===== config.mk =====
export PLATFORM = sky130hd
export DESIGN_NAME = irq_priority_controller
export DESIGN_NICKNAME = d
export VERILOG_FILES = /design/src/rtl/irq_ctrl_pkg.sv /design/src/rtl/irq_gateway.sv /design/src/rtl/irq_priority_controller.sv
export SDC_FILE = /design/constraint.sdc
export NUM_CORES = 1
export LEC_CHECK = 0
export BUFFER_PORTS_ARGS = -buffer_cell sky130_fd_sc_hd__buf_2
export CAP_MARGIN = 20
export CORE_ASPECT_RATIO = 0.5
export CORE_MARGIN = 3
export CORE_UTILIZATION = 40
export CTS_BUF_LIST = sky130_fd_sc_hd__clkbuf_4 sky130_fd_sc_hd__clkbuf_8
export CTS_CLUSTER_SIZE = 24
export DETAILED_ROUTE_END_ITERATION = 10
export MAX_ROUTING_LAYER = met4
export PLACE_DENSITY = 0.65
export SLEW_MARGIN = 10
export SYNTH_ARGS = -nofsm -noshare
export SYNTH_HDL_FRONTEND = slang
export SYNTH_HIERARCHICAL = 1
export SYNTH_SLANG_ARGS = --single-unit

===== constraint.sdc =====
create_clock -name clk -period 41.4 [get_ports clk]
set_clock_uncertainty 0.1 [all_clocks]
set_input_delay 8.28 -clock clk [delete_from_list [all_inputs] [get_ports clk]]
set_output_delay 8.28 -clock clk [all_outputs]
set_load 0.1 [all_outputs]

===== src/rtl/irq_ctrl_pkg.sv =====
// Shared definitions for the interrupt priority controller: default sizes,
// register offsets, gateway state encoding and ID helpers.
package irq_ctrl_pkg;

    localparam int unsigned NUM_IRQS_DEF = 16;
    localparam int unsigned PRIO_W_DEF   = 3;
    localparam int unsigned ID_W_DEF     = 5;

    localparam logic [7:0] REG_ENABLE    = 8'h00;
    localparam logic [7:0] REG_EDGE      = 8'h04;
    localparam logic [7:0] REG_THRESHOLD = 8'h08;
    localparam logic [7:0] REG_PENDING   = 8'h0C;
    localparam logic [7:0] REG_PRIO_BASE = 8'h10;

    localparam int unsigned ID_NONE = 0;

    typedef enum logic [1:0] {
        GW_IDLE       = 2'd0,
        GW_PENDING    = 2'd1,
        GW_IN_SERVICE = 2'd2
    } gw_state_e;

    // Byte address of PRIORITY[idx]
    function automatic logic [7:0] prio_addr(input int unsigned idx);
        return 8'(32'(REG_PRIO_BASE) + (idx << 2));
    endfunction

endpackage


===== src/rtl/irq_gateway.sv =====
// Per-source gateway: 2-flop synchroniser, rising-edge detector and the
// IDLE/PENDING/IN_SERVICE state machine with a deferred-edge flag.
// Ports: clk, rst_n, irq_line (async raw line), edge_mode (1 = edge source),
//        claim_hit / complete_hit (this source claimed / retired this cycle),
//        pending (registered, gateway is in PENDING).
module irq_gateway
    import irq_ctrl_pkg::*;
(
    input  logic clk,
    input  logic rst_n,
    input  logic irq_line,
    input  logic edge_mode,
    input  logic claim_hit,
    input  logic complete_hit,
    output logic pending
);

    logic      sync1_q, sync1_d;
    logic      sync2_q, sync2_d;
    logic      prev_q, prev_d;
    gw_state_e state_q, state_d;
    logic      deferred_q, deferred_d;
    logic      pending_q, pending_d;
    logic      edge_rise_c;

    // Synchroniser and previous-value pipeline
    always_comb begin
        sync1_d     = irq_line;
        sync2_d     = sync1_q;
        prev_d      = sync2_q;
        edge_rise_c = edge_mode && sync2_q && !prev_q;
    end

    // State register
    always_ff @(posedge clk or negedge rst_n) begin
        if (!rst_n) begin
            sync1_q    <= 1'b0;
            sync2_q    <= 1'b0;
            prev_q     <= 1'b0;
            state_q    <= GW_IDLE;
            deferred_q <= 1'b0;
            pending_q  <= 1'b0;
        end else begin
            sync1_q    <= sync1_d;
            sync2_q    <= sync2_d;
            prev_q     <= prev_d;
            state_q    <= state_d;
            deferred_q <= deferred_d;
            pending_q  <= pending_d;
        end
    end

    // Next state; complete is judged on the current state, so a same-cycle
    // claim of a PENDING source makes its complete a no-op.
    always_comb begin
        state_d    = state_q;
        deferred_d = deferred_q;
        case (state_q)
            GW_IDLE: begin
                if (edge_mode ? edge_rise_c : sync2_q) state_d = GW_PENDING;
            end
            GW_PENDING: begin
                if (claim_hit) state_d = GW_IN_SERVICE;
            end
            GW_IN_SERVICE: begin
                if (complete_hit) begin
                    // An edge arriving with the complete is treated as deferred
                    state_d    = (deferred_q || edge_rise_c) ? GW_PENDING : GW_IDLE;
                    deferred_d = 1'b0;
                end else if (edge_rise_c) begin
                    deferred_d = 1'b1;
                end
            end
            default: state_d = GW_IDLE;
        endcase
    end

    // Registered pending flag tracks the state register exactly
    always_comb begin
        pending_d = (state_d == GW_PENDING);
    end

    assign pending = pending_q;

endmodule


===== src/rtl/irq_priority_controller.sv =====
// Platform interrupt controller: config registers, per-source gateways,
// linear-scan priority arbiter and the claim/complete handshake.
// Ports: clk, rst_n, irq_lines (raw sources), cfg_we/cfg_addr/cfg_wdata
//        (register write), cfg_rdata (combinational read), claim_req/claim_ack/
//        claim_id (claim handshake), complete_valid/complete_id (retire),
//        ext_irq (registered request to the core).
module irq_priority_controller
    import irq_ctrl_pkg::*;
#(
    parameter int unsigned NUM_IRQS = NUM_IRQS_DEF,
    parameter int unsigned PRIO_W   = PRIO_W_DEF,
    parameter int unsigned ID_W     = ID_W_DEF
) (
    input  logic                clk,
    input  logic                rst_n,
    input  logic [NUM_IRQS-1:0] irq_lines,
    input  logic                cfg_we,
    input  logic [7:0]          cfg_addr,
    input  logic [31:0]         cfg_wdata,
    output logic [31:0]         cfg_rdata,
    input  logic                claim_req,
    output logic                claim_ack,
    output logic [ID_W-1:0]     claim_id,
    input  logic                complete_valid,
    input  logic [ID_W-1:0]     complete_id,
    output logic                ext_irq
);

    logic [NUM_IRQS-1:0] enable_q, enable_d;
    logic [NUM_IRQS-1:0] edge_q, edge_d;
    logic [PRIO_W-1:0]   threshold_q, threshold_d;
    logic [PRIO_W-1:0]   prio_q [NUM_IRQS];
    logic [PRIO_W-1:0]   prio_d [NUM_IRQS];
    logic [ID_W-1:0]     best_id_q, best_id_d;
    logic [ID_W-1:0]     claim_id_q, claim_id_d;
    logic                claim_ack_q, claim_ack_d;
    logic                ext_irq_q, ext_irq_d;

    logic [NUM_IRQS-1:0] pending_vec;
    logic [NUM_IRQS-1:0] claim_hit_c;
    logic [NUM_IRQS-1:0] complete_hit_c;
    logic [PRIO_W-1:0]   best_prio_c;
    logic                unused_wdata;

    assign unused_wdata = ^cfg_wdata[31:NUM_IRQS];

    for (genvar g = 0; g < NUM_IRQS; g++) begin : g_gw
        irq_gateway u_gw (
            .clk          (clk),
            .rst_n        (rst_n),
            .irq_line     (irq_lines[g]),
            .edge_mode    (edge_q[g]),
            .claim_hit    (claim_hit_c[g]),
            .complete_hit (complete_hit_c[g]),
            .pending      (pending_vec[g])
        );
    end

    // Config register writes
    always_comb begin
        enable_d    = enable_q;
        edge_d      = edge_q;
        threshold_d = threshold_q;
        for (int unsigned i = 0; i < NUM_IRQS; i++) prio_d[i] = prio_q[i];
        if (cfg_we) begin
            if (cfg_addr == REG_ENABLE)    enable_d    = cfg_wdata[NUM_IRQS-1:0];
            if (cfg_addr == REG_EDGE)      edge_d      = cfg_wdata[NUM_IRQS-1:0];
            if (cfg_addr == REG_THRESHOLD) threshold_d = cfg_wdata[PRIO_W-1:0];
            for (int unsigned i = 0; i < NUM_IRQS; i++) begin
                if (cfg_addr == prio_addr(i)) prio_d[i] = cfg_wdata[PRIO_W-1:0];
            end
        end
    end

    // Config register reads
    always_comb begin
        cfg_rdata = '0;
        if (cfg_addr == REG_ENABLE)    cfg_rdata = 32'(enable_q);
        if (cfg_addr == REG_EDGE)      cfg_rdata = 32'(edge_q);
        if (cfg_addr == REG_THRESHOLD) cfg_rdata = 32'(threshold_q);
        if (cfg_addr == REG_PENDING)   cfg_rdata = 32'(pending_vec);
        for (int unsigned i = 0; i < NUM_IRQS; i++) begin
            if (cfg_addr == prio_addr(i)) cfg_rdata = 32'(prio_q[i]);
        end
    end

    // Arbiter: strict '>' keeps the lowest index on ties and enforces
    // PRIORITY > THRESHOLD by seeding the running best with the threshold.
    always_comb begin
        best_prio_c = threshold_q;
        best_id_d   = ID_W'(ID_NONE);
        for (int unsigned i = 0; i < NUM_IRQS; i++) begin
            if (pending_vec[i] && enable_q[i] && (prio_q[i] > best_prio_c)) begin
                best_prio_c = prio_q[i];
                best_id_d   = ID_W'(i + 1);
            end
        end
        ext_irq_d = (best_id_d != ID_W'(ID_NONE));
    end

    // Claim / complete decode; ID 0 and out-of-range IDs match no source
    always_comb begin
        claim_hit_c    = '0;
        complete_hit_c = '0;
        for (int unsigned i = 0; i < NUM_IRQS; i++) begin
            claim_hit_c[i]    = claim_req && (best_id_q == ID_W'(i + 1));
            complete_hit_c[i] = complete_valid && (complete_id == ID_W'(i + 1));
        end
        claim_ack_d = claim_req;
        claim_id_d  = claim_req ? best_id_q : ID_W'(ID_NONE);
    end

    always_ff @(posedge clk or negedge rst_n) begin
        if (!rst_n) begin
            enable_q    <= '0;
            edge_q      <= '0;
            threshold_q <= '0;
            for (int unsigned i = 0; i < NUM_IRQS; i++) prio_q[i] <= '0;
            best_id_q   <= '0;
            claim_id_q  <= '0;
            claim_ack_q <= 1'b0;
            ext_irq_q   <= 1'b0;
        end else begin
            enable_q    <= enable_d;
            edge_q      <= edge_d;
            threshold_q <= threshold_d;
            for (int unsigned i = 0; i < NUM_IRQS; i++) prio_q[i] <= prio_d[i];
            best_id_q   <= best_id_d;
            claim_id_q  <= claim_id_d;
            claim_ack_q <= claim_ack_d;
            ext_irq_q   <= ext_irq_d;
        end
    end

    assign claim_ack = claim_ack_q;
    assign claim_id  = claim_id_q;
    assign ext_irq   = ext_irq_q;

endmodule


### Yosys cells after proc, flatten, opt, wreduce, memory -nomap -nowiden

Index checks and enable logic that the tools add are counted.

| word-level totals | value |
|---|---|
| register bits after elaboration | 207 |
| input port bits | 66 |
| output and inout bits | 39 |
| logic and storage cells | 611 |

| cells by class | value |
|---|---|
| magnitude comparators | 16 |
| eq/ne operators | 99 |
| multiplexer cells | 180 |
| reduce and logical (&&, ||, !) cells | 197 |

Operators with widths:

| kind | count |
|---|---|
| 32-bit two-way mux | 19 |
| 1-bit logical AND | 96 |
| 2-bit two-way mux | 48 |
| 2-bit case mux with 3 select lines | 16 |
| 5-bit by 4-bit equality test with 1-bit output, second input constant | 16 |
| 5-bit two-way mux | 16 |
| 2-bit AND reduction | 35 |
| 1-bit two-way mux | 65 |
| 2-bit by 1-bit equality test with 1-bit output, second input constant | 32 |
| 8-bit by 6-bit equality test with 1-bit output, second input constant | 8 |
| 3-bit > comparator | 16 |
| 3-bit two-way mux | 15 |
| 5-bit by 3-bit equality test with 1-bit output, second input constant | 8 |
| 2-bit equality test, second input constant | 16 |
| 8-bit by 5-bit equality test with 1-bit output, second input constant | 4 |
| 8-bit by 7-bit equality test with 1-bit output, second input constant | 4 |
| 2-bit logical NOT | 16 |
| 2-bit nonzero test | 16 |
| 5-bit by 2-bit equality test with 1-bit output, second input constant | 4 |
| 8-bit by 4-bit equality test with 1-bit output, second input constant | 2 |
| 1-bit logical NOT | 16 |
| 1-bit logical OR | 16 |
| 16-bit two-way mux | 1 |
| 5-bit by 1-bit equality test with 1-bit output, second input constant | 2 |
| other kinds (4) | 5 |

### Logic depth before layout (Yosys ltp)

Gate-level depths: netlist (run 1).

| depth | value |
|---|---|
| depth after elaboration | 49 |
| gate-level depth with buffers | 111 |
| mapped depth without buffers | 110 |

### Cells and area by module

Netlist (run 1), hierarchy kept.

Modules (own cells, without submodules):

| module | times used | cells each | area an instance (um^2) | seq. area each (um^2) |
|---|---|---|---|---|
| irq_priority_controller | 1 | 780 | 7125.6 | 2377.3 |
| irq_gateway | 16 | 22 | 251.5 | 175.2 |

### Worst setup path after synthesis (run 1)

OpenSTA, ideal clock, no wires.

| timing | value |
|---|---|
| path type | reg-to-reg |
| start | reg threshold_q[2] |
| end | reg best_id_q[0] |
| setup time | 0.145 ns |
| arrival time | 19.464 ns |
| required time | 41.155 ns |
| setup slack | 21.691 ns |
| cell stages (with the launch flop) | 108 |
| path buffers | 1 |
| period minus slack after synthesis | 19.709 ns |
| path through | dfrtp_1 inv_1 ha_1 nor2_2 a31o_1 nor2_2 mux2i_1 inv_1 ha_1 o32ai_1 mux2_2 a21oi_1 or2_2 o21a_1 ha_1 o21ai_0 a31oi_1 o21a_1 [72 not listed] nor2_1 o31a_1 o211ai_1 and2_1 buf_6 o21ai_1 ha_1 nor2b_1 o21a_1 o2111ai_1 inv_1 o21a_1 ha_1 a21o_1 a21oi_1 a311oi_1 nor2_1 o2bb2ai_2 |

| on the way | value |
|---|---|
| longest elaborated chain between the ends | 48 |
| elaborated cells on any way between the ends | 63 |
| those cells by class | 16 x order compare; 31 x mux; 16 x reduce/logical |

RTL lines:

| element | RTL line | source |
|---|---|---|
| start, declared | irq_priority_controller.sv:31 | `logic [PRIO_W-1:0] threshold_q, threshold_d;` |
| start signal, assigned | irq_priority_controller.sv:126 | `threshold_q <= threshold_d;` |
| 3-bit > comparator | irq_priority_controller.sv:93 | `if (pending_vec[i] && enable_q[i] && (prio_q[i] > best_prio_c)) begin` |
| 1-bit logical AND | irq_priority_controller.sv:93 |  |
| 3-bit two-way mux | irq_priority_controller.sv:93 |  |
| 3-bit > comparator | irq_priority_controller.sv:93 |  |
| 1-bit logical AND | irq_priority_controller.sv:93 |  |
| 3-bit two-way mux | irq_priority_controller.sv:93 |  |
| 3-bit > comparator | irq_priority_controller.sv:93 |  |
| 1-bit logical AND | irq_priority_controller.sv:93 |  |
| [33 not listed] | -- |  |
| 3-bit two-way mux | irq_priority_controller.sv:93 |  |
| 3-bit > comparator | irq_priority_controller.sv:93 |  |
| 1-bit logical AND | irq_priority_controller.sv:93 |  |
| 3-bit two-way mux | irq_priority_controller.sv:93 |  |
| 3-bit > comparator | irq_priority_controller.sv:93 |  |
| 1-bit logical AND | irq_priority_controller.sv:93 |  |
| 5-bit two-way mux * | irq_priority_controller.sv:93 |  |
| named net best_id_d[0] | irq_priority_controller.sv:34 | `logic [ID_W-1:0] best_id_q, best_id_d;` |
| end signal, assigned | irq_priority_controller.sv:128 | `best_id_q <= best_id_d;` |
| end, declared | irq_priority_controller.sv:34 |  |

The timed path passes the listed nets; every way through them passes the cells marked *.
A chain may end at the register's enable or synchronous reset.

### Final worst setup path (run 1)

| timing | value |
|---|---|
| start | reg threshold_q[2] |
| end | reg ext_irq_q, in the netlist ext_irq |

| on the way | value |
|---|---|
| longest elaborated chain between the ends | 49 |
| elaborated cells on any way between the ends | 64 |
| those cells by class | 16 x order compare; 31 x mux; 17 x reduce/logical |

RTL lines:

| element | RTL line | source |
|---|---|---|
| 3-bit > comparator | irq_priority_controller.sv:93 |  |
| 1-bit logical AND | irq_priority_controller.sv:93 |  |
| 3-bit two-way mux * | irq_priority_controller.sv:93 |  |
| 3-bit > comparator | irq_priority_controller.sv:93 |  |
| 1-bit logical AND | irq_priority_controller.sv:93 |  |
| 3-bit two-way mux * | irq_priority_controller.sv:93 |  |
| 3-bit > comparator | irq_priority_controller.sv:93 |  |
| 1-bit logical AND | irq_priority_controller.sv:93 |  |
| [35 not listed] | -- |  |
| 1-bit logical AND | irq_priority_controller.sv:93 |  |
| 3-bit two-way mux | irq_priority_controller.sv:93 |  |
| 3-bit > comparator | irq_priority_controller.sv:93 |  |
| 1-bit logical AND | irq_priority_controller.sv:93 |  |
| 5-bit two-way mux * | irq_priority_controller.sv:93 |  |
| named net best_id_d[4] | irq_priority_controller.sv:34 |  |
| 5-bit nonzero test * | irq_priority_controller.sv:98 | `ext_irq_d = (best_id_d != ID_W'(ID_NONE));` |
| named net ext_irq_d | irq_priority_controller.sv:37 | `logic ext_irq_q, ext_irq_d;` |
| end signal, assigned | irq_priority_controller.sv:131 | `ext_irq_q <= ext_irq_d;` |
| end, declared | irq_priority_controller.sv:37 |  |

Marked as above.

==> results of run 1 <==
[where the power goes]
| group | switching [W] | total (W) | internal [W] |
|---|---|---|---|
| combinational | 0.0000546 | 0.0000847 | 0.0000301 |
| sequential | 0.0000275 | 0.000251 | 0.000223 |
| clock | 0.0000819 | 0.000182 | 0.0000998 |
[per-stage QoR]
stage | total power (W) | hold slack [ps] | setup WS [ps]
after global placement | 0.000332 | 232 | 19450
after floorplan | 0.000307 | 231 | 21690
after CTS | 0.000521 | 247 | 18930
final | 0.000518 | 242 | 18680
after global routing | 0.000543 | 251 | 16930
after detailed placement | 0.000337 | 235 | 19070
[registers in the layout (all words and copies together), names as in the netlist, 16 cells and up]
| register | count |
|---|---|
| g_gw.u_gw/pending | 16 |
| g_gw.u_gw/prev_q | 16 |
| g_gw.u_gw/sync1_q | 16 |
| g_gw.u_gw/state_q | 32 |
| edge_q | 16 |
| enable_q | 16 |
| g_gw.u_gw/deferred_q | 16 |
| prio_q | 48 |
| g_gw.u_gw/prev_d | 16 |
[layout make-up]
class                      count  area [µm²]  area share
clock inverter                 5        35.0     0.00279
tap                          374         468      0.0373
clock buffer                  51         646      0.0514
inverter                      90         338      0.0269
multi-input combinational    815        5490       0.437
timing repair buffer          77         407      0.0324
sequential                   207        5180       0.412
[Yosys cell counts, types with 7 or more instances]
cell type / n
a21oi_1: 37
a222oi_1: 14
a22oi_1: 14
a31oi_1: 46
and2_1: 15
and3_1: 15
buf_4: 16
clkbuf_1: 13
dfrtp_1: 207
ha_1: 22
inv_1: 74
inv_2: 16
mux2_2: 86
nand2_1: 104
nand2b_1: 13
nand3_1: 66
nand3b_1: 8
nor2_1: 80
nor2b_1: 21
nor3_1: 22
o211ai_1: 7
o21ai_0: 39
o22ai_1: 35
or3_1: 20
[worst reg2reg max path: cells and delay by family (launching register included)]
family / cells / cell delay, ps
fa+ha+maj: 17 / 4760
simple gates: 28 / 4210
compound gates: 52 / 10610
flops: 1 / 510
mux: 5 / 1550
buf+inv: 6 / 780
[kinds of logic after synthesis]
| family | synth area share |
|---|---|
| other | 0.000336 |
| multiplexers | 0.0940 |
| buffers and inverters | 0.0489 |
| AO/OA/AOI/OAI | 0.192 |
| flip-flops | 0.465 |
| AND/OR/NAND/NOR | 0.174 |
| adder cells (fa/ha/maj) | 0.0266 |
[path summary, 6_finish.rpt]
kind,startpoint,end,slack (ps),cells past startpoint
setup / recovery,threshold_q[2]$_DFFE_PN0P_,ext_irq$_DFF_PN0_,18680,108
setup reg to reg,threshold_q[2]$_DFFE_PN0P_,ext_irq$_DFF_PN0_,18680,108
min in group asynchronous,rst_n,prio_q[2]$_DFFE_PN0P_,7670,1
hold reg to reg,g_gw[5].u_gw/sync1_q$_DFF_PN0_,g_gw[5].u_gw/prev_d$_DFF_PN0_,240,0
hold / removal,g_gw[5].u_gw/sync1_q$_DFF_PN0_,g_gw[5].u_gw/prev_d$_DFF_PN0_,240,0
max in group asynchronous,rst_n,g_gw[15].u_gw/deferred_q$_DFFE_PN0P_,31430,3
[per-layer routing]
layer  up-vias  wire length (µm)  share of wire
li1       4322                 -              -
met1      4645             14200           0.46
met2       335             13700           0.44
met3        67              2110          0.068
met4         0               931          0.030
met5         -                 0              0
==> summary.md, run 1 <==
| Metric | Value |
|---|---|
| Run status | `finished, final reports clean` |
| Worst Path Class, Setup | `flop to flop` |
| Post-synth EDFFs | `0` |
| CP bufs+invs | `6` |
| Die area | `approximately 30000 µm²` |
| Share of the synthesized area in the top cell type | `0.465` |
| Cell Count, Final, Fillers Out | `around 1600` |
| Core box area | `around 27000 µm²` |
| Worst Max-Slew Pin Slew | `between 1000 and 1500 ps` |
| Utilization after layout | `0.467` |
| Hold Buf Count CTS | `0` |
| Final nets | `roughly 1300` |
| Port Buffers | `between 70 and 80` |
| Detailed Route WL | `31000 µm` |
| Gpl congestion | `approximately 0.95` |
| Power density over the cells | `~41 nW/µm²` |
| Placed cell area | `around 12000 µm²` |
| Post-CTS setup buffers | `0` |
| Fmax | `44.0 MHz` |
| Cells after Synth | `about 1100` |
| Final Hold Viols | `0` |
| Avg Cell Area, Syn | `approximately 10 µm²` |
| Slowest cell on the critical path | `o2111ai_1` |
| Die Span Y | `roughly 120 µm` |
| DRT antenna net count | `0` |
| # clock sinks | `approximately 210` |
| Mapped cell area | `11100 µm²` |
| Chip Width | `approximately 240 µm` |
| Sum Neg Setup Slack | `0 ps` |
| Crit. End Element | `flop` |
| Met2 Use GR | `0.328` |
| Post-route cell area | `between 10000 and 15000 µm²` |
| Clk Latency, worst-skew pair | `roughly 550 ps` |
| DRC | `0` |
| Most used cell, CP | `ha_1` |
| HP Class | `flop to flop` |
| Critical path's top delay family | `compound AO/OA/AOI/OAI gates` |
| First-pass GRT wire length | `around 49000 µm` |
| Clk slew on worst S/H paths | `approximately 60 ps` |
| Area leader, netlist | `dfrtp_1` |
| Seq/Total Area, Yosys | `0.465` |
| Synthesis-stage register bit count | `just over 200` |
| Initial antenna violation count | `0` |
| Busiest layer in global routing | `met2` |
| Ys async rst share | `1.00` |
| Critical Path AT | `22990 ps` |
| FILL cells | `approximately 2500` |
| Placed wire-length estimate | `22700 µm` |
| Drt initial violations | `~840` |
| Drt pass-1 iters | `5` |
| Initial Util | `0.414` |
| Gr ovfl total | `0` |
| Top FF cell, synth | `dfrtp_1` |
| Rel. slew slack | `0.284` |
| Antenna diode count | `0` |
| DR vias | `~9400` |
| VDD IR max | `15.9 µV` |
| Commonest non-fill, non-tap cell in the layout | `dfrtp_1` |
| WP data required | `~42000 ps` |
| Root Driver | `clkbuf_8` |
| Placed cells | `approximately 1600` |
| Leak | `5.75 nW` |
| Max Cap Violations | `0` |
| Area grow syn2layout | `12.6%` |
| Met3 Usage GRT | `0.0383` |
| Vias in the first global route | `a little over 9000` |
| Minimum clock period | `between 20000 and 25000 ps` |
| Io pins | `105` |
| Synth warn | `6` |
| Total number of H-tree levels | `2` |
| Most frequent cells in the layout | `dfrtp_1, nand2_1, mux2_2` |
| CP Launch Type | `flop` |
| Share of the clock period used by the worst path | `0.549` |
| Share of layout cells above drive strength 1 | `0.227` |
| Setup violations, final | `0` |
| GRT Util Overall | `0.212` |
| Met1 Use GR | `0.282` |
| Routed length per instance | `between 15 and 20 µm` |
| CP peak stage delay | `~530 ps` |
| Drt via density | `5.79` |
| Worst-path fanout max | `7` |
| Synth area leaders | `dfrtp_1, mux2_2, nand2_1, nand3_1, nor2_1` |
| Clock buffer depth | `3` |
| RSZ-0062 raised after global routing | `no` |
| Largest net degree at the start of global routing | `75` |
| Max-slew violation count | `0` |
| Post-CTS Resized | `0` |
| CTS buffer count | `34` |
| CTS tree | `built` |
| Rows | `42` |
| Post-synth cell types | `94` |
Note: power is estimated with default switching activity, not from simulation.
==> run 2, diff against run 1 <==
Settings changed: PLACE_DENSITY 0.65 to 0.67.
Clock period 41.4 ns to 20 ns, I/O delays scaled along.
==> summary.md, run 2 (synthesis gave the netlist of run 1 again) <==
| Metric | Value |
|---|---|
| Crit. End Element | `flop` |
| Most frequent cells in the layout | `dfrtp_1, nand2_1, mux2_2` |
| Met3 Usage GRT | `0.0333 (-0.00495)` |
| Final Hold Viols | `0 (unchanged)` |
| Critical Path AT | `19750 ps (-3240 ps)` |
| Root Driver | `clkbuf_8` |
| R2r worst-path depth | `112 (+3.7%)` |
| DRT antenna net count | `0 (unchanged)` |
| Rows | `42 (unchanged)` |
| Reg2reg end | `ext_irq$_DFF_PN0_` |
| Minimum clock period | `19460 ps (-3250 ps)` |
| Flip-flop count of the largest register after layout | `48 (unchanged)` |
| Die area | `30000 µm² (unchanged)` |
| WP data required | `20290 ps (-21390 ps)` |
| Share of the clock period used by the worst path | `0.973 (+0.424)` |
| Placed wire-length estimate | `23700 µm (+4.7%)` |
| Max Cap Violations | `0 (unchanged)` |
| Port Buffers | `72 (unchanged)` |
| Met2 Use GR | `0.352 (+0.0242)` |
| Hold Buf Count CTS | `0 (unchanged)` |
| Drt via density | `5.72 (-1.1%)` |
| Reg2reg start | `prio_q[46]$_DFFE_PN0P_` |
| Hold Path Depth | `0 (unchanged)` |
| Detailed Route WL | `32600 µm (+5.3%)` |
| Min-delay src | `g_gw[2].u_gw/sync1_q$_DFF_PN0_` |
| # clock sinks | `207 (unchanged)` |
| RSZ-0062 raised after global routing | `yes` |
| Worst Max-Slew Pin Slew | `1120 ps (+49.1 ps)` |
| Worst Path Class, Setup | `flop to flop` |
| Most used cell, CP | `ha_4` |
| Clk Latency, worst-skew pair | `550 ps (about the same)` |
| FILL cells | `2432 (-4.1%)` |
| Slowest cell on the critical path | `dfrtp_1` |
| Clk slew on worst S/H paths | `70 ps (about the same)` |
| Leak | `6.19 nW (+7.7%)` |
| CTS buffer count | `34 (unchanged)` |
| Register-to-register path setup slack | `540 ps (-18150 ps)` |
| Total number of H-tree levels | `2 (unchanged)` |
| CTS tree | `built` |
| Routed length per instance | `19.3 µm (+0.80%)` |
| Area grow syn2layout | `22.2%` |
| Clock buffer depth | `3 (unchanged)` |
| Chip Width | `242 µm (unchanged)` |
| Largest net degree at the start of global routing | `90 (+20%)` |
| Met1 Use GR | `0.281 (-0.000311)` |
| Worst-path fanout max | `4 (-3)` |
| VDD IR max | `35.1 µV (+120%)` |
| Gr ovfl total | `0 (unchanged)` |
| CP peak stage delay | `410 ps (-120 ps)` |
| WHS Endpoint | `g_gw[2].u_gw/prev_d$_DFF_PN0_` |
| Io pins | `105 (unchanged)` |
| Share of layout cells above drive strength 1 | `0.322 (+0.0960)` |
| Commonest non-fill, non-tap cell in the layout | `dfrtp_1` |
| Busiest layer in global routing | `met2` |
| Drt pass-1 iters | `6 (+1)` |
| Rel. slew slack | `0.245 (-0.0389)` |
| CP bufs+invs | `8 (+2)` |
| Gpl congestion | `0.925 (-2.5%)` |
| Drt initial violations | `927 (+10%)` |
| DRC | `0 (unchanged)` |
| CP Launch Type | `flop` |
| GRT Util Overall | `0.218 (+0.00631)` |
| Power density over the cells | `82.6 nW/µm² (+100%)` |
| First-pass GRT wire length | `50200 µm (+1.8%)` |
| Sum Neg Setup Slack | `0 ps (unchanged)` |
| Initial Util | `0.414 (unchanged)` |
| HP Class | `flop to flop` |
| Max-slew violation count | `0 (unchanged)` |
| DR vias | `9684 (+3.4%)` |
| Antenna diode count | `0 (unchanged)` |
| Vias in the first global route | `9531 (+4.0%)` |
| Setup violations, final | `0 (unchanged)` |
| WHS | `244 ps (+2.09 ps)` |
| Biggest register | `prio_q` |
| Core box area | `26900 µm² (unchanged)` |
| Largest registers | `prio_q (48), g_gw.u_gw/state_q (32)` |
| Critical path's top delay family | `compound AO/OA/AOI/OAI gates` |
| Initial antenna violation count | `0 (unchanged)` |
| Die Span Y | `124 µm (unchanged)` |
| Run status | `finished, final reports clean` |
| Final nets | `1382 (+5.3%)` |
| Fmax | `51.4 MHz (+17%)` |
==> run 2: repair_timing <==
action	4_1_cts	5_1_grt
endpoints found under the setup margin	6	6
setup buffers	1	19
pin swaps	3	80
resized for setup	9	90
==> run 2: power breakdown <==
part           internal (W)  switching (W)  leakage (nW)
logic             0.0000814       0.000127          3.18
clock network      0.000223       0.000174         0.390
registers          0.000463      0.0000583          2.62
total              0.000767       0.000359          6.19
==> run 2: area by class of cell <==
type,instances,area (µm²),area share
multi-input cells,815,5970,0.438
flip-flops and latches,207,5180,0.380
repair buffers,146,952,0.0699
clock buffers,49,606,0.0444
well taps,374,468,0.0343
inverters,90,338,0.0248
clock inverters,11,115,0.00845
==> run 2: worst max-delay path by stage <==
stage | to | startpoint | cells past startpoint
3_5_place_dp | ext_irq$_DFF_PN0_ | threshold_q[2]$_DFFE_PN0P_ | 111
5_1_grt | ext_irq$_DFF_PN0_ | threshold_q[1]$_DFFE_PN0P_ | 114
4_1_cts | ext_irq$_DFF_PN0_ | threshold_q[1]$_DFFE_PN0P_ | 112
2_1_floorplan | best_id_q[0]$_DFF_PN0_ | threshold_q[2]$_DFFE_PN0P_ | 107
6_report | ext_irq$_DFF_PN0_ | prio_q[46]$_DFFE_PN0P_ | 112
3_3_place_gp | ext_irq$_DFF_PN0_ | threshold_q[2]$_DFFE_PN0P_ | 111
==> run 2: worst reg2reg max path: cells and delay by family (launching register included) <==
| kind | cells | cell delay, ps |
|---|---|---|
| adders and majority gates | 17 | 4380 |
| muxes | 5 | 1440 |
| and+or+nand+nor | 28 | 3380 |
| DFF | 1 | 410 |
| AOI/OAI and AO/OA | 54 | 8650 |
| buffers and inverters | 8 | 930 |
==> run 2: stage by stage <==
step                instances  setup slack (ps)  utilization  cell area (µm²)  total power [W]
CTS                      1673              3.71        0.484            13000          0.00111
floorplan                1147               291            -            11200         0.000635
global route             1692              -479        0.507            13600          0.00118
detailed placement       1612              -428        0.455            12300         0.000708
finish                   1692               537        0.507            13600          0.00113
global placement         1612             -37.6        0.455            12300         0.000695
==> run 2: metal layers <==
layer | vias up | share of wire
li1 | 4465 | -
met1 | 4825 | 0.44
met2 | 332 | 0.47
met3 | 62 | 0.060
met4 | 0 | 0.027
met5 | - | 0
==> run 3, diff against run 2 <==
--- a/config.mk
+++ b/config.mk
@@ -11,3 +11,3 @@
 export CORE_MARGIN = 3
-export CORE_UTILIZATION = 40
+export CORE_UTILIZATION = 55
 export CTS_BUF_LIST = sky130_fd_sc_hd__clkbuf_4 sky130_fd_sc_hd__clkbuf_8
@@ -16,3 +16,3 @@
 export MAX_ROUTING_LAYER = met4
-export PLACE_DENSITY = 0.67
+export PLACE_DENSITY = 0.85
 export SLEW_MARGIN = 10
@@ -20,3 +20,2 @@
 export SYNTH_HDL_FRONTEND = slang
-export SYNTH_HIERARCHICAL = 1
 export SYNTH_SLANG_ARGS = --single-unit
--- a/constraint.sdc
+++ b/constraint.sdc
@@ -4,2 +4,2 @@
 set_output_delay 4 -clock clk [all_outputs]
-set_load 0.1 [all_outputs]
+set_load 0.005 [all_outputs]
==> summary.md, run 3 <==
| Metric | Value |
|---|---|
| Share of layout cells above drive strength 1 | `0.327 (+0.00445)` |
| Initial antenna violation count | `0 (unchanged)` |
| Synth area leaders | `dfrtp_1, mux2_2, nand2_1, o21ai_0, nor2_1` |
| Initial Util | `0.569 (+0.155)` |
| Gpl congestion | `0.939 (+1.5%)` |
| Drt initial violations | `1084 (+17%)` |
| Io pins | `105 (unchanged)` |
| VDD IR max | `50.6 µV (+44%)` |
| Clock buffer depth | `3 (unchanged)` |
| CP Launch Type | `flop` |
| Worst-path fanout max | `5 (+1)` |
| CTS tree | `built` |
| Placed cells | `1524 (-5.5%)` |
| Vias in the first global route | `9970 (+4.6%)` |
| Share of the synthesized area in the top cell type | `0.461 (-0.00311)` |
| FILL cells | `1367 (-44%)` |
| Avg Cell Area, Syn | `9.75 µm² (-0.99%)` |
| HP Class | `flop to flop` |
| Cells after Synth | `1151 (+1.7%)` |
| Largest registers | `prio_q (48), g_gw.u_gw.state_q (32)` |
| Slowest cell on the critical path | `dfrtp_1` |
| Final Hold Viols | `0 (unchanged)` |
| WHS | `246 ps (+1.71 ps)` |
| Root Driver | `clkbuf_8` |
| Top FF cell, synth | `dfrtp_1` |
| Post-synth EDFFs | `0 (unchanged)` |
| Antenna diode count | `0 (unchanged)` |
| # clock sinks | `207 (unchanged)` |
| Synthesis-stage register bit count | `207 (unchanged)` |
| RSZ-0062 raised after global routing | `yes` |
| Clk slew on worst S/H paths | `70 ps (about the same)` |
| Most common cell in the synthesized netlist | `dfrtp_1` |
| Fmax | `49.2 MHz (-4.3%)` |
| Rows | `36 (-14%)` |
| Die Span Y | `107 µm (-14%)` |
| Drt via density | `6.29 (+9.9%)` |
| Run status | `finished, violations left` |
| Worst Path Class, Setup | `flop to flop` |
| Utilization after layout | `0.697 (+0.190)` |
| Seq/Total Area, Yosys | `0.461 (-0.00311)` |
| Largest net degree at the start of global routing | `121 (+34%)` |
| Gr ovfl total | `0 (unchanged)` |
| Hold Buf Count CTS | `0 (unchanged)` |
| Power density over the cells | `78.6 nW/µm² (-4.9%)` |
| Synth warn | `0 (-6)` |
| Setup violations, final | `6 (+6)` |
| Leak | `6.22 nW (+0.42%)` |
| Final worst slack | `-342 ps (-879 ps)` |
| WP data required | `20360 ps (+70 ps)` |
| Flip-flop count of the largest register after layout | `48 (unchanged)` |
| Failing checks | `setup timing` |
| Core box area | `19700 µm² (-27%)` |
| Routed length per instance | `20.2 µm (+5.0%)` |
| Ys async rst share | `1.00 (unchanged)` |
| Total number of H-tree levels | `1 (-1)` |
| Biggest register | `prio_q` |
| Final nets | `1415 (+2.4%)` |
| Worst Setup SP | `prio_q[46]$_DFFE_PN0P_` |
| CTS buffer count | `30 (-12%)` |
| Crit. End Element | `flop` |
| Minimum clock period | `20340 ps (+879 ps)` |
| Setup WS pre-CTS | `-749 ps (-321 ps)` |
| Area grow syn2layout | `22.5%` |
| Worst Max-Slew Pin Slew | `1050 ps (-71.9 ps)` |
| Register-to-register path setup slack | `-340 ps (-880 ps)` |
| Mapped cell area | `11200 µm² (+0.67%)` |
| Share of the clock period used by the worst path | `1.02 (+0.0439)` |
| Reg2reg start | `prio_q[46]$_DFFE_PN0P_` |
| Rel. slew slack | `0.300 (+0.0548)` |
| Port Buffers | `72 (unchanged)` |
| Die area | `22300 µm² (-26%)` |
| DR vias | `10200 (+4.9%)` |
| Placed wire-length estimate | `22300 µm (-6.2%)` |
| First-pass GRT wire length | `50900 µm (+1.5%)` |
| Clk Latency, worst-skew pair | `590 ps (+40 ps)` |
| DRC | `0 (unchanged)` |
| Min-delay src | `g_gw[9].u_gw.sync1_q$_DFF_PN0_` |
| Commonest non-fill, non-tap cell in the layout | `dfrtp_1` |
| Area leader, netlist | `dfrtp_1` |
| Drt pass-1 iters | `5 (-1)` |
| Chip Width | `208 µm (-14%)` |
| GRT Util Overall | `0.288 (+0.0697)` |
| Max Cap Violations | `0 (unchanged)` |
| Detailed Route WL | `32700 µm (+0.20%)` |
| Critical Path AT | `20700 ps (+950 ps)` |
| Post-synth cell types | `87 (-7.4%)` |
| Cell Count, Final, Fillers Out | `1615 (-4.6%)` |
| CP peak stage delay | `430 ps (+20 ps)` |
| Most frequent cells in the layout | `dfrtp_1, nand2_1, buf_4` |
| Sum Neg Setup Slack | `-1930 ps (-1930 ps)` |
| Max-slew violation count | `0 (unchanged)` |
| Post-synth top cells | `dfrtp_1, nand2_1, nor2_1, mux2_2, o21ai_0` |
| DRT antenna net count | `0 (unchanged)` |
run 3: cell type report:
cell class	count	area, µm²	share of cell area
Multi-Input combinational cell	871	6190	0.450
Timing Repair Buffer	172	1150	0.0835
Clock inverter	9	131	0.00956
Tap cell	266	333	0.0242
Inverter	45	169	0.0123
Clock buffer	45	594	0.0432
Sequential cell	207	5180	0.377
run 3: worst paths after layout:
kind                                                   to  cells after the start
max                                best_id_q[2]$_DFF_PN0_                    114
min                         g_gw[9].u_gw.prev_d$_DFF_PN0_                      0
max reg2reg                        best_id_q[2]$_DFF_PN0_                    114
min reg2reg                 g_gw[9].u_gw.prev_d$_DFF_PN0_                      0
max in group asynchronous  g_gw[11].u_gw.prev_q$_DFF_PN0_                      3
min in group asynchronous          prio_q[30]$_DFFE_PN0P_                      1
run 3: timing repair:
action,in CTS,in global routing
pin swaps,25,88
resized for setup,34,77
cloned,0,0
setup buffers,11,25
endpoints found under the setup margin,6,6
run 3: critical path, delay by kind of cell (launching register included):
family	cells	cell delay, ps
and+or+nand+nor	38	4640
muxes	2	740
AOI/OAI and AO/OA	49	8230
adders and majority gates	20	5480
buffers and inverters	5	640
DFF	1	430
run 3: logic make-up (layout without fill, tap and decap cells):
kind of cell,Yosys count,after routing,synth area share
simple gates,407,407,0.175
compound gates,326,326,0.203
flops,207,207,0.461
mux,95,95,0.0955
buf+inv,88,271,0.0348
fa+ha+maj,27,27,0.0291
other cells,1,16,0.000334
run 3: stage by stage:
stage	power [W]	cell area, µm²
2_1_floorplan	0.000581	11300
3_3_place_gp	0.000642	12300
3_5_place_dp	0.000652	12300
4_1_cts	0.00105	13200
5_1_grt	0.00112	13700
6_report	0.00108	13700
run 3: power by group:
group          leakage [nW]  switching [W]  internal (W)  total (W)
Combinational          3.28       0.000104     0.0000853   0.000189
Clock                 0.382       0.000166      0.000230   0.000396
Sequential             2.55      0.0000437      0.000452   0.000496
Total                  6.22       0.000314      0.000767    0.00108
run 3: metal layers:
metal  global-route usage  vias to the layer above  wire length (µm)
met5                    -                        -                 0
met4                0.110                        0              1310
met3               0.0465                      121              2660
met2                0.471                      515             15500
met1                0.368                     5008             13200
li1                     -                     4511                 -
